[src/rtl/timer_pkg.sv]
// Shared types and constants for the countdown timer preset front end.
package timer_pkg;

  localparam int unsigned NUM_DIGITS = 6;
  localparam int unsigned NUM_BTNS   = 5;
  localparam int unsigned DIGIT_W    = 4;
  localparam int unsigned CUR_W      = 3;

  // Bit positions of the conditioned buttons inside the pulse vector
  localparam int unsigned BTN_DOWN   = 0;
  localparam int unsigned BTN_UP     = 1;
  localparam int unsigned BTN_RIGHT  = 2;
  localparam int unsigned BTN_LEFT   = 3;
  localparam int unsigned BTN_CENTER = 4;

  typedef enum logic [1:0] {
    ST_EDIT = 2'd0,
    ST_RUN  = 2'd1,
    ST_DONE = 2'd2
  } state_t;

  localparam logic [CUR_W-1:0] CUR_SEC1  = 3'd0;
  localparam logic [CUR_W-1:0] CUR_SEC10 = 3'd1;
  localparam logic [CUR_W-1:0] CUR_MIN1  = 3'd2;
  localparam logic [CUR_W-1:0] CUR_MIN10 = 3'd3;
  localparam logic [CUR_W-1:0] CUR_HR1   = 3'd4;
  localparam logic [CUR_W-1:0] CUR_HR10  = 3'd5;

  localparam logic [DIGIT_W-1:0] DIG_MAX_UNITS = 4'd9;
  localparam logic [DIGIT_W-1:0] DIG_MAX_TENS  = 4'd5;
  localparam logic [DIGIT_W-1:0] FILLER        = 4'hF;

  // Preset word as seen by the countdown display
  typedef struct packed {
    logic [DIGIT_W-1:0] hr_10;
    logic [DIGIT_W-1:0] hr_1;
    logic [DIGIT_W-1:0] fill_hm;
    logic [DIGIT_W-1:0] min_10;
    logic [DIGIT_W-1:0] min_1;
    logic [DIGIT_W-1:0] fill_ms;
    logic [DIGIT_W-1:0] sec_10;
    logic [DIGIT_W-1:0] sec_1;
  } preset_t;

  // Largest legal value of the digit at a cursor position
  function automatic logic [DIGIT_W-1:0] digit_max(input logic [CUR_W-1:0] idx);
    return (idx == CUR_SEC10 || idx == CUR_MIN10) ? DIG_MAX_TENS : DIG_MAX_UNITS;
  endfunction

  // Increment with wrap to zero past the digit's maximum
  function automatic logic [DIGIT_W-1:0] digit_inc(input logic [DIGIT_W-1:0] d,
                                                   input logic [DIGIT_W-1:0] max);
    return (d >= max) ? 4'd0 : d + 4'd1;
  endfunction

  // Decrement with wrap from zero to the digit's maximum
  function automatic logic [DIGIT_W-1:0] digit_dec(input logic [DIGIT_W-1:0] d,
                                                   input logic [DIGIT_W-1:0] max);
    return (d == 4'd0) ? max : d - 4'd1;
  endfunction

endpackage

[src/rtl/btn_debounce.sv]
// Synchronizes and debounces one raw push-button; emits a one-cycle press pulse.
module btn_debounce #(
  parameter int unsigned DEBOUNCE_CYCLES = 1000000,
  parameter int unsigned DB_CNT_W        = 20
) (
  input  logic clk,
  input  logic rst_n,
  input  logic btn_raw,
  output logic btn_level,
  output logic btn_pulse
);

  localparam logic [DB_CNT_W-1:0] CNT_LAST = DB_CNT_W'(DEBOUNCE_CYCLES - 1);

  logic                sync_q1;
  logic                sync_q2;
  logic [1:0]          vld_q;
  logic                armed_q;
  logic [DB_CNT_W-1:0] cnt_q;

  // Two-flop synchronizer; vld_q marks when sync_q2 carries a real sample
  always_ff @(posedge clk or negedge rst_n) begin
    if (!rst_n) begin
      sync_q1 <= 1'b0;
      sync_q2 <= 1'b0;
      vld_q   <= 2'b00;
    end else begin
      sync_q1 <= btn_raw;
      sync_q2 <= sync_q1;
      vld_q   <= {vld_q[0], 1'b1};
    end
  end

  // Accept a new level after a full stable window; pulse only once a release was seen
  always_ff @(posedge clk or negedge rst_n) begin
    if (!rst_n) begin
      cnt_q     <= '0;
      btn_level <= 1'b0;
      btn_pulse <= 1'b0;
      armed_q   <= 1'b0;
    end else begin
      btn_pulse <= 1'b0;
      if (sync_q2 == btn_level) begin
        cnt_q <= '0;
      end else if (cnt_q == CNT_LAST) begin
        cnt_q     <= '0;
        btn_level <= sync_q2;
        btn_pulse <= sync_q2 & armed_q;
      end else begin
        cnt_q <= cnt_q + DB_CNT_W'(1);
      end
      if (vld_q[1] && !sync_q2) begin
        armed_q <= 1'b1;
      end
    end
  end

endmodule

[src/rtl/timer_preset_ctrl.sv]
// Button-driven preset editor and run/abort/acknowledge control for the countdown.
module timer_preset_ctrl
  import timer_pkg::*;
#(
  parameter int unsigned DEBOUNCE_CYCLES = 1000000,
  parameter int unsigned DB_CNT_W        = 20
) (
  input  logic        clk,
  input  logic        rst_n,
  input  logic        btn_up,
  input  logic        btn_down,
  input  logic        btn_left,
  input  logic        btn_right,
  input  logic        btn_center,
  input  logic        finish,
  output logic [31:0] preset,
  output logic        go,
  output logic [2:0]  cursor,
  output logic        editing
);

  logic [NUM_BTNS-1:0] btn_raw;
  logic [NUM_BTNS-1:0] btn_lvl;
  logic [NUM_BTNS-1:0] btn_pls;
  logic                unused_lvl;
  logic                fin_q1;
  logic                fin_s;
  state_t              state_q;
  logic [NUM_DIGITS-1:0][DIGIT_W-1:0] dig_q;
  preset_t             preset_w;

  assign btn_raw = {btn_center, btn_left, btn_right, btn_up, btn_down};

  // One conditioner per push-button
  for (genvar i = 0; i < NUM_BTNS; i++) begin : g_db
    btn_debounce #(
      .DEBOUNCE_CYCLES(DEBOUNCE_CYCLES),
      .DB_CNT_W       (DB_CNT_W)
    ) u_db (
      .clk      (clk),
      .rst_n    (rst_n),
      .btn_raw  (btn_raw[i]),
      .btn_level(btn_lvl[i]),
      .btn_pulse(btn_pls[i])
    );
  end

  // Stable levels are not needed here; only the press edges drive actions
  assign unused_lvl = ^btn_lvl;

  // finish comes from another timing domain; synchronize only
  always_ff @(posedge clk or negedge rst_n) begin
    if (!rst_n) begin
      fin_q1 <= 1'b0;
      fin_s  <= 1'b0;
    end else begin
      fin_q1 <= finish;
      fin_s  <= fin_q1;
    end
  end

  // Edit/run/done control; one action per cycle with center > left > right > up > down
  always_ff @(posedge clk or negedge rst_n) begin
    if (!rst_n) begin
      state_q <= ST_EDIT;
      dig_q   <= '0;
      cursor  <= CUR_SEC1;
      go      <= 1'b0;
      editing <= 1'b1;
    end else begin
      case (state_q)
        ST_EDIT: begin
          if (btn_pls[BTN_CENTER]) begin
            if (|dig_q) begin
              state_q <= ST_RUN;
              go      <= 1'b1;
              editing <= 1'b0;
            end
          end else if (btn_pls[BTN_LEFT]) begin
            cursor <= (cursor == CUR_HR10) ? CUR_SEC1 : cursor + 3'd1;
          end else if (btn_pls[BTN_RIGHT]) begin
            cursor <= (cursor == CUR_SEC1) ? CUR_HR10 : cursor - 3'd1;
          end else if (btn_pls[BTN_UP]) begin
            dig_q[cursor] <= digit_inc(dig_q[cursor], digit_max(cursor));
          end else if (btn_pls[BTN_DOWN]) begin
            dig_q[cursor] <= digit_dec(dig_q[cursor], digit_max(cursor));
          end
        end
        ST_RUN: begin
          if (btn_pls[BTN_CENTER]) begin
            state_q <= ST_EDIT;
            go      <= 1'b0;
            editing <= 1'b1;
          end else if (fin_s) begin
            state_q <= ST_DONE;
          end
        end
        ST_DONE: begin
          if (btn_pls[BTN_CENTER]) begin
            state_q <= ST_EDIT;
            go      <= 1'b0;
            editing <= 1'b1;
          end
        end
        default: begin
          state_q <= ST_EDIT;
          go      <= 1'b0;
          editing <= 1'b1;
        end
      endcase
    end
  end

  // Pack digits and fillers into the countdown's display word
  always_comb begin
    preset_w         = '0;
    preset_w.hr_10   = dig_q[CUR_HR10];
    preset_w.hr_1    = dig_q[CUR_HR1];
    preset_w.fill_hm = FILLER;
    preset_w.min_10  = dig_q[CUR_MIN10];
    preset_w.min_1   = dig_q[CUR_MIN1];
    preset_w.fill_ms = FILLER;
    preset_w.sec_10  = dig_q[CUR_SEC10];
    preset_w.sec_1   = dig_q[CUR_SEC1];
  end

  assign preset = preset_w;

endmodule

[config.mk]
export PLATFORM = sky130hd
export DESIGN_NAME = timer_preset_ctrl
export DESIGN_NICKNAME = d
export VERILOG_FILES = /design/src/rtl/timer_pkg.sv /design/src/rtl/btn_debounce.sv /design/src/rtl/timer_preset_ctrl.sv
export SDC_FILE = /design/constraint.sdc
export NUM_CORES = 1
export LEC_CHECK = 0
export ABC_CLOCK_PERIOD_IN_PS = 8050
export CAP_MARGIN = 10
export CORE_MARGIN = 2
export CORE_UTILIZATION = 37
export DETAILED_ROUTE_END_ITERATION = 7
export SYNTH_ARGS = -nofsm -noshare
export SYNTH_HDL_FRONTEND = slang
export SYNTH_SLANG_ARGS = --single-unit
[constraint.sdc]
create_clock -name clk -period 8.05 [get_ports clk]
set_input_delay 1.61 -clock clk [delete_from_list [all_inputs] [get_ports clk]]
set_output_delay 1.61 -clock clk [all_outputs]
set_load 0.05 [all_outputs]
### Word-level counts from Yosys, hierarchy flattened

Cells that the tools add are included.

* logic and storage cells: 169
* input port bits: 8
* output and inout bits: 37
* register bits: 168

* magnitude comparators: 3
* eq/ne operators: 20
* multiplexer cells: 49
* bitwise operators: 13
* reductions and logical operators: 28
* add/subtract/negate cells: 9

Operators with widths (count)
* 20-bit two-way mux: 10
* 20-bit by 1-bit adder with 20-bit output (second input constant): 5
* 20-bit == test (second input constant): 5
* 24-bit bitwise mux: 2
* 24-bit two-way mux: 2
* 24-bit OR reduction: 1
* 4-bit two-way mux: 5
* 1-bit two-way mux: 16
* 4-bit binary-select mux with 3-bit select: 1
* 4-bit demux with 3-bit select: 1
* 3-bit two-way mux: 4
* 2-bit two-way mux: 5
* 2-bit AND reduction: 5
* 1-bit NOT: 8
* 1-bit logical AND: 6
* 2-bit by 1-bit inequality test with 1-bit output (second input constant): 3
* 2-bit case mux with 3 select lines: 1
* 3-bit AND reduction: 2
* 1-bit AND: 5
* 1-bit == test: 5
* 1-bit zero test: 5
* 5-bit AND reduction: 1
* 4-bit by 1-bit adder with 4-bit output (second input constant): 1
* 4-bit >= comparator: 1
* 20 further kinds: 22

### Depth between registers and ports, before layout

* depth after elaboration: 7
* gate-level depth with buffers: 13
* gate-level depth less buffers: 11

### Cells and area by module

Synthesis repeated with hierarchy kept, for this count alone.

* cell total of the unflattened synthesis: 793
* area, all modules: 8608.3 sq um

Modules (own cells, without submodules)
* btn_debounce: cells an instance 118, area an instance 1302.5 sq um, instances 5, seq. area each 675.6 sq um
* timer_preset_ctrl: cells an instance 203, area an instance 2095.8 sq um, instances 1, seq. area each 827.0 sq um

### Worst setup path after synthesis

OpenSTA, ideal clock, no wires.

* path type: register to register
* from: register cursor[0]
* to: register dig_q, in the netlist preset[12]
* buffers on the path: 1
* path slack: 4804 ps
* data required time: 7925 ps
* clock period less this slack: 3246 ps
* setup time: 125 ps
* data arrival time: 3121 ps
* stages on the path, launching flop included: 12
* cells stage by stage: dfrtp_1 -> buf_6 -> mux2_2 -> a22o_1 -> nor2_1 -> inv_2 -> ha_1 -> a21oi_1 -> maj3_1 -> a21oi_1 -> nor2_1 -> mux2_2

* word-level cells in the longest chain between the ends: 7
* elaborated cells on any way between the ends: 21
* classes of those cells: add/sub (2); order compare (3); eq/ne (2); mux (11); reduce/logical (3)

RTL lines
* start: declaration: line timer_preset_ctrl.sv:18 `output logic [2:0] cursor,`
* start signal: assignment: line timer_preset_ctrl.sv:80 `cursor <= (cursor == CUR_HR10) ? CUR_SEC1 : cursor + 3'd1;`
* start signal: assignment: line timer_preset_ctrl.sv:82 `cursor <= (cursor == CUR_SEC1) ? CUR_HR10 : cursor - 3'd1;`
* 4-bit binary-select mux with 3-bit select (tied with other cells): line timer_preset_ctrl.sv:84, timer_preset_ctrl.sv:86
* 4-bit two-way mux (not written as such) (tied with other cells): line timer_preset_ctrl.sv:84, timer_preset_ctrl.sv:86
* 4-bit by 1-bit subtractor with 4-bit output (tied with other cells): line timer_pkg.sv:59 `return (d == 4'd0) ? max : d - 4'd1;`
* 4-bit two-way mux (tied with other cells): line timer_pkg.sv:59
* 24-bit bitwise mux or 4-bit two-way mux (tied branches): line timer_preset_ctrl.sv:86, timer_pkg.sv:53
* 24-bit two-way mux or 24-bit bitwise mux (tied branches): line timer_preset_ctrl.sv:85, timer_preset_ctrl.sv:84
* 24-bit two-way mux (*): line timer_preset_ctrl.sv:83 `end else if (btn_pls[BTN_UP]) begin`
* end signal: indexed assignment: line timer_preset_ctrl.sv:84 `dig_q[cursor] <= digit_inc(dig_q[cursor], digit_max(cursor));`
* end signal: indexed assignment: line timer_preset_ctrl.sv:86 `dig_q[cursor] <= digit_dec(dig_q[cursor], digit_max(cursor));`
* end: declaration: line timer_preset_ctrl.sv:29 `logic [NUM_DIGITS-1:0][DIGIT_W-1:0] dig_q;`

Every way passes the cells marked *; elsewhere a longest branch is shown, timed or not. The select of a mux whose other input is x is not followed.
A chain may end at the register's enable or synchronous reset.

### Final worst setup path

* from: register cursor[0]
* to: register dig_q, in the netlist preset[0]

The elaborated chain is that of the path after synthesis.

==> metrics.md <==
| Metric | Value |
|---|---|
| Status | complete, no violations |
| Vias in the first global route | 5,276 |
| Register Area | 4010 um2 |
| Post-route setup TNS | 0 ns |
| Largest net degree at the start of global routing | 84 |
| Post-CTS Repair Setup Buffers | 0 |
| H-tree levels | 4 |
| Yosys top cell by area | dfrtp_1 |
| Number of vias per cell | 4.92 |
| RSZ-0062 raised after global routing | no |
| Final period util | 0.440 |
| Reg clk slew, reported paths | 0.06 ns |
| Area of the multi-input gates | 3560 um2 |
| CORE AREA | 20,900 um2 |
| Bufs on Longest Clock Path | 2 |
| Final setup viols | 0 |
| Worst-Skew Late Latency | 0.42 ns |
| Critical Path AT | 3.84 ns |
| Total congestion overflow | 0 |
| First-pass GRT wire length | 25,700 um |
| Clock root buffer | clkbuf_16 |
| Die height | 149 um |
| Max-cap violations | 0 |
| Power Density | 182 nW/um2 |
| Slew @ Worst Pin | 0.961 ns |
| I/O Buffers | 36 |
| Num rows | 53 |
| Clk sinks | 160 |
| Skew final | 0.00950 ns |
| First drt pass iteration count | 4 |
| I/O Pins | 45 |
| NumNets Final | 836 |
| Post-synth EDFFs | 0 |
| Leak | 3.84 nW |
| Mapped Area | 7810 um2 |
| Critical Path RT | 8.35 ns |
| Prevailing post-synth register cell | dfrtp_1 |
| FF+latch count, synth | 160 |
| Chip width | 149 um |
| Die area | 22,300 um2 |
| Non-filler cells, final | 1,099 |
| Fin crit period | 3.54 ns |
| WS Path Type | reg2reg |
| Final Max Slew Viols | 0 |
| Peak Freq | 282 MHz |
| DRT iter0 DRCs | 302 |
| Post-DP HPWL | 10,100 um |
| Critical Path Sink Type | flip-flop |
| Final Core Density | 0.428 |
| Initial Util | 0.374 |
| Ranking of synthesized cells by area | dfrtp_1 (51%), nor2_1 (6.7%), xor2_1 (6.1%) |
| Num CTS Buffers | 17 |
| # diodes | 0 |
| Hold buffer count at cts | 0 |
| Sequential cell area fraction in the yosys report | 0.513 |
| Antenna viol nets, final | 0 |
| Share of the synthesized area in the top cell type | 0.510 |
| Routability cong. | 0.846 |
| Vias | 5,410 |
| FILL cells | 2,045 |
| Drt wl/cell | 13.4 um |
| Reg2reg setup slack | 4.51 ns |
| Share of cells above drive strength 1 | 0.0862 |
| Synth warn | 0 |
| # DRC | 0 |
| Min-delay worst type | reg2reg |
| Routed wire length | 14,700 um |
| Startpoint class of the critical path | flip-flop |
| Distinct cells, synth | 64 |
| Placed cell count | 1,069 |
| Mapped Cells | 772 |
| Peak supply drop | 140 uV |
| Post-CTS sizing | 0 |
| Initial antenna violation count | 0 |
| Area grow syn2layout | 14.6% |
| Post-Syn Area per Cell | 10.1 um2 |
| Synth async-reset ratio | 1.00 |
| Endpoints failing hold | 0 |
| Slew HR | 0.359 |
| CTS tree | built |
| Worst-path maximum fanout | 18 |
| Total Routing Usage GR | 0.143 |
final cells by class:
cell class | count | share of cell area
Tap cell | 275 | 0.0385
Clock inverter | 11 | 0.0130
Inverter | 24 | 0.0101
Sequential cell | 160 | 0.448
Multi-Input combinational cell | 570 | 0.399
Clock buffer | 19 | 0.0484
Timing Repair Buffer | 40 | 0.0438
Yosys cell counts (7+ instances only):
| cell | count |
|---|---|
| nand2_1 | 52 |
| and3_1 | 17 |
| dfrtp_1 | 159 |
| a21oi_1 | 12 |
| nor4_1 | 16 |
| nand4_1 | 13 |
| nor2_1 | 140 |
| xnor2_1 | 41 |
| o21ai_0 | 17 |
| buf_4 | 11 |
| mux2i_1 | 7 |
| nor3_1 | 15 |
| a31oi_1 | 9 |
| inv_1 | 23 |
| ha_1 | 15 |
| nand3_1 | 55 |
| xor2_1 | 54 |
| clkbuf_1 | 11 |
| and4_1 | 7 |
| mux2_2 | 19 |
critical path: stages, from the launching register on:
cell and delay [ns]:
dfrtp_1 0.42, buf_4 0.31, mux2_2 0.37, a22o_1 0.28
nor2_1 0.43, inv_2 0.11, ha_1 0.29, a21oi_1 0.12
maj3_1 0.41, a21oi_1 0.27, nor2_1 0.12, mux2_2 0.28
report_power, final:
group | switching (W) | internal, W | total (W) | leakage, nW
logic | 0.0000369 | 0.0000111 | 0.0000480 | 1.41
registers | 0.00000852 | 0.000814 | 0.000823 | 2.16
clock network | 0.000308 | 0.000450 | 0.000758 | 0.265
total | 0.000353 | 0.00128 | 0.00163 | 3.84
stage by stage:
step | instance area, um2 | hold WS [ns] | worst slack [ns] | total power [W]
3_5_place_dp | 8400 | 0.337 | 4.56 | 0.000888
6_report | 8940 | 0.347 | 4.51 | 0.00163
5_1_grt | 8940 | 0.353 | 4.28 | 0.00170
3_3_place_gp | 8400 | 0.333 | 4.62 | 0.000888
2_1_floorplan | 7840 | 0.331 | 4.80 | 0.000865
4_1_cts | 8940 | 0.350 | 4.51 | 0.00166
flip-flops by register name, summed over array words and instances, names as in the netlist, 2 cells and up:
name                 count
cursor                   3
g_db.u_db.armed_q        5
g_db.u_db.btn_level      5
g_db.u_db.btn_pulse      5
g_db.u_db.cnt_q        100
g_db.u_db.sync_q1        5
g_db.u_db.sync_q2        5
g_db.u_db.vld_q          2
preset                  24
state_q                  2
cells in the final DEF (no fill, tap or decap), drive strengths merged, types with 7 or more instances in the layout:
cell type      count
mux2i              7
xnor2             41
a21oi             13
o21ai             17
clkdlybuf4s50     35
clkbuf            19
nand4             13
dfrtp            159
xor2              54
a31oi              9
and4               7
conb               9
and3              19
nor4              17
inv               25
nor3              15
nand3             55
mux2              20
ha                15
nor2             140
nand2             52
routing by layer:
layer  global-route usage  wire [um]
met3               0.0278        499
met1                0.209       7540
met5                    0          0
met4               0.0467        171
met2                0.215       6530
final timing paths:
path                                start                endpoint  cells past startpoint
worst min-delay path               fin_q1                   fin_s                      0
max in group asynchronous           rst_n  g_db[3].u_db.btn_pulse                      2
worst min register to register     fin_q1                   fin_s                      0
worst max-delay path            cursor[0]               preset[0]                     11
min in group asynchronous           rst_n  g_db[1].u_db.cnt_q[19]                      1
worst max register to register  cursor[0]               preset[0]                     11
cells by family after synthesis:
logic type,Yosys count,synth area share
AOI/OAI and AO/OA,66,0.0559
xor gates and xnor gates,95,0.107
adders and majority gates,16,0.0253
buffers and inverters,50,0.0343
DFF,160,0.513
muxes,27,0.0383
other,1,0.000480
and+or+nand+nor,357,0.226
(Power assumes the default switching activity.)
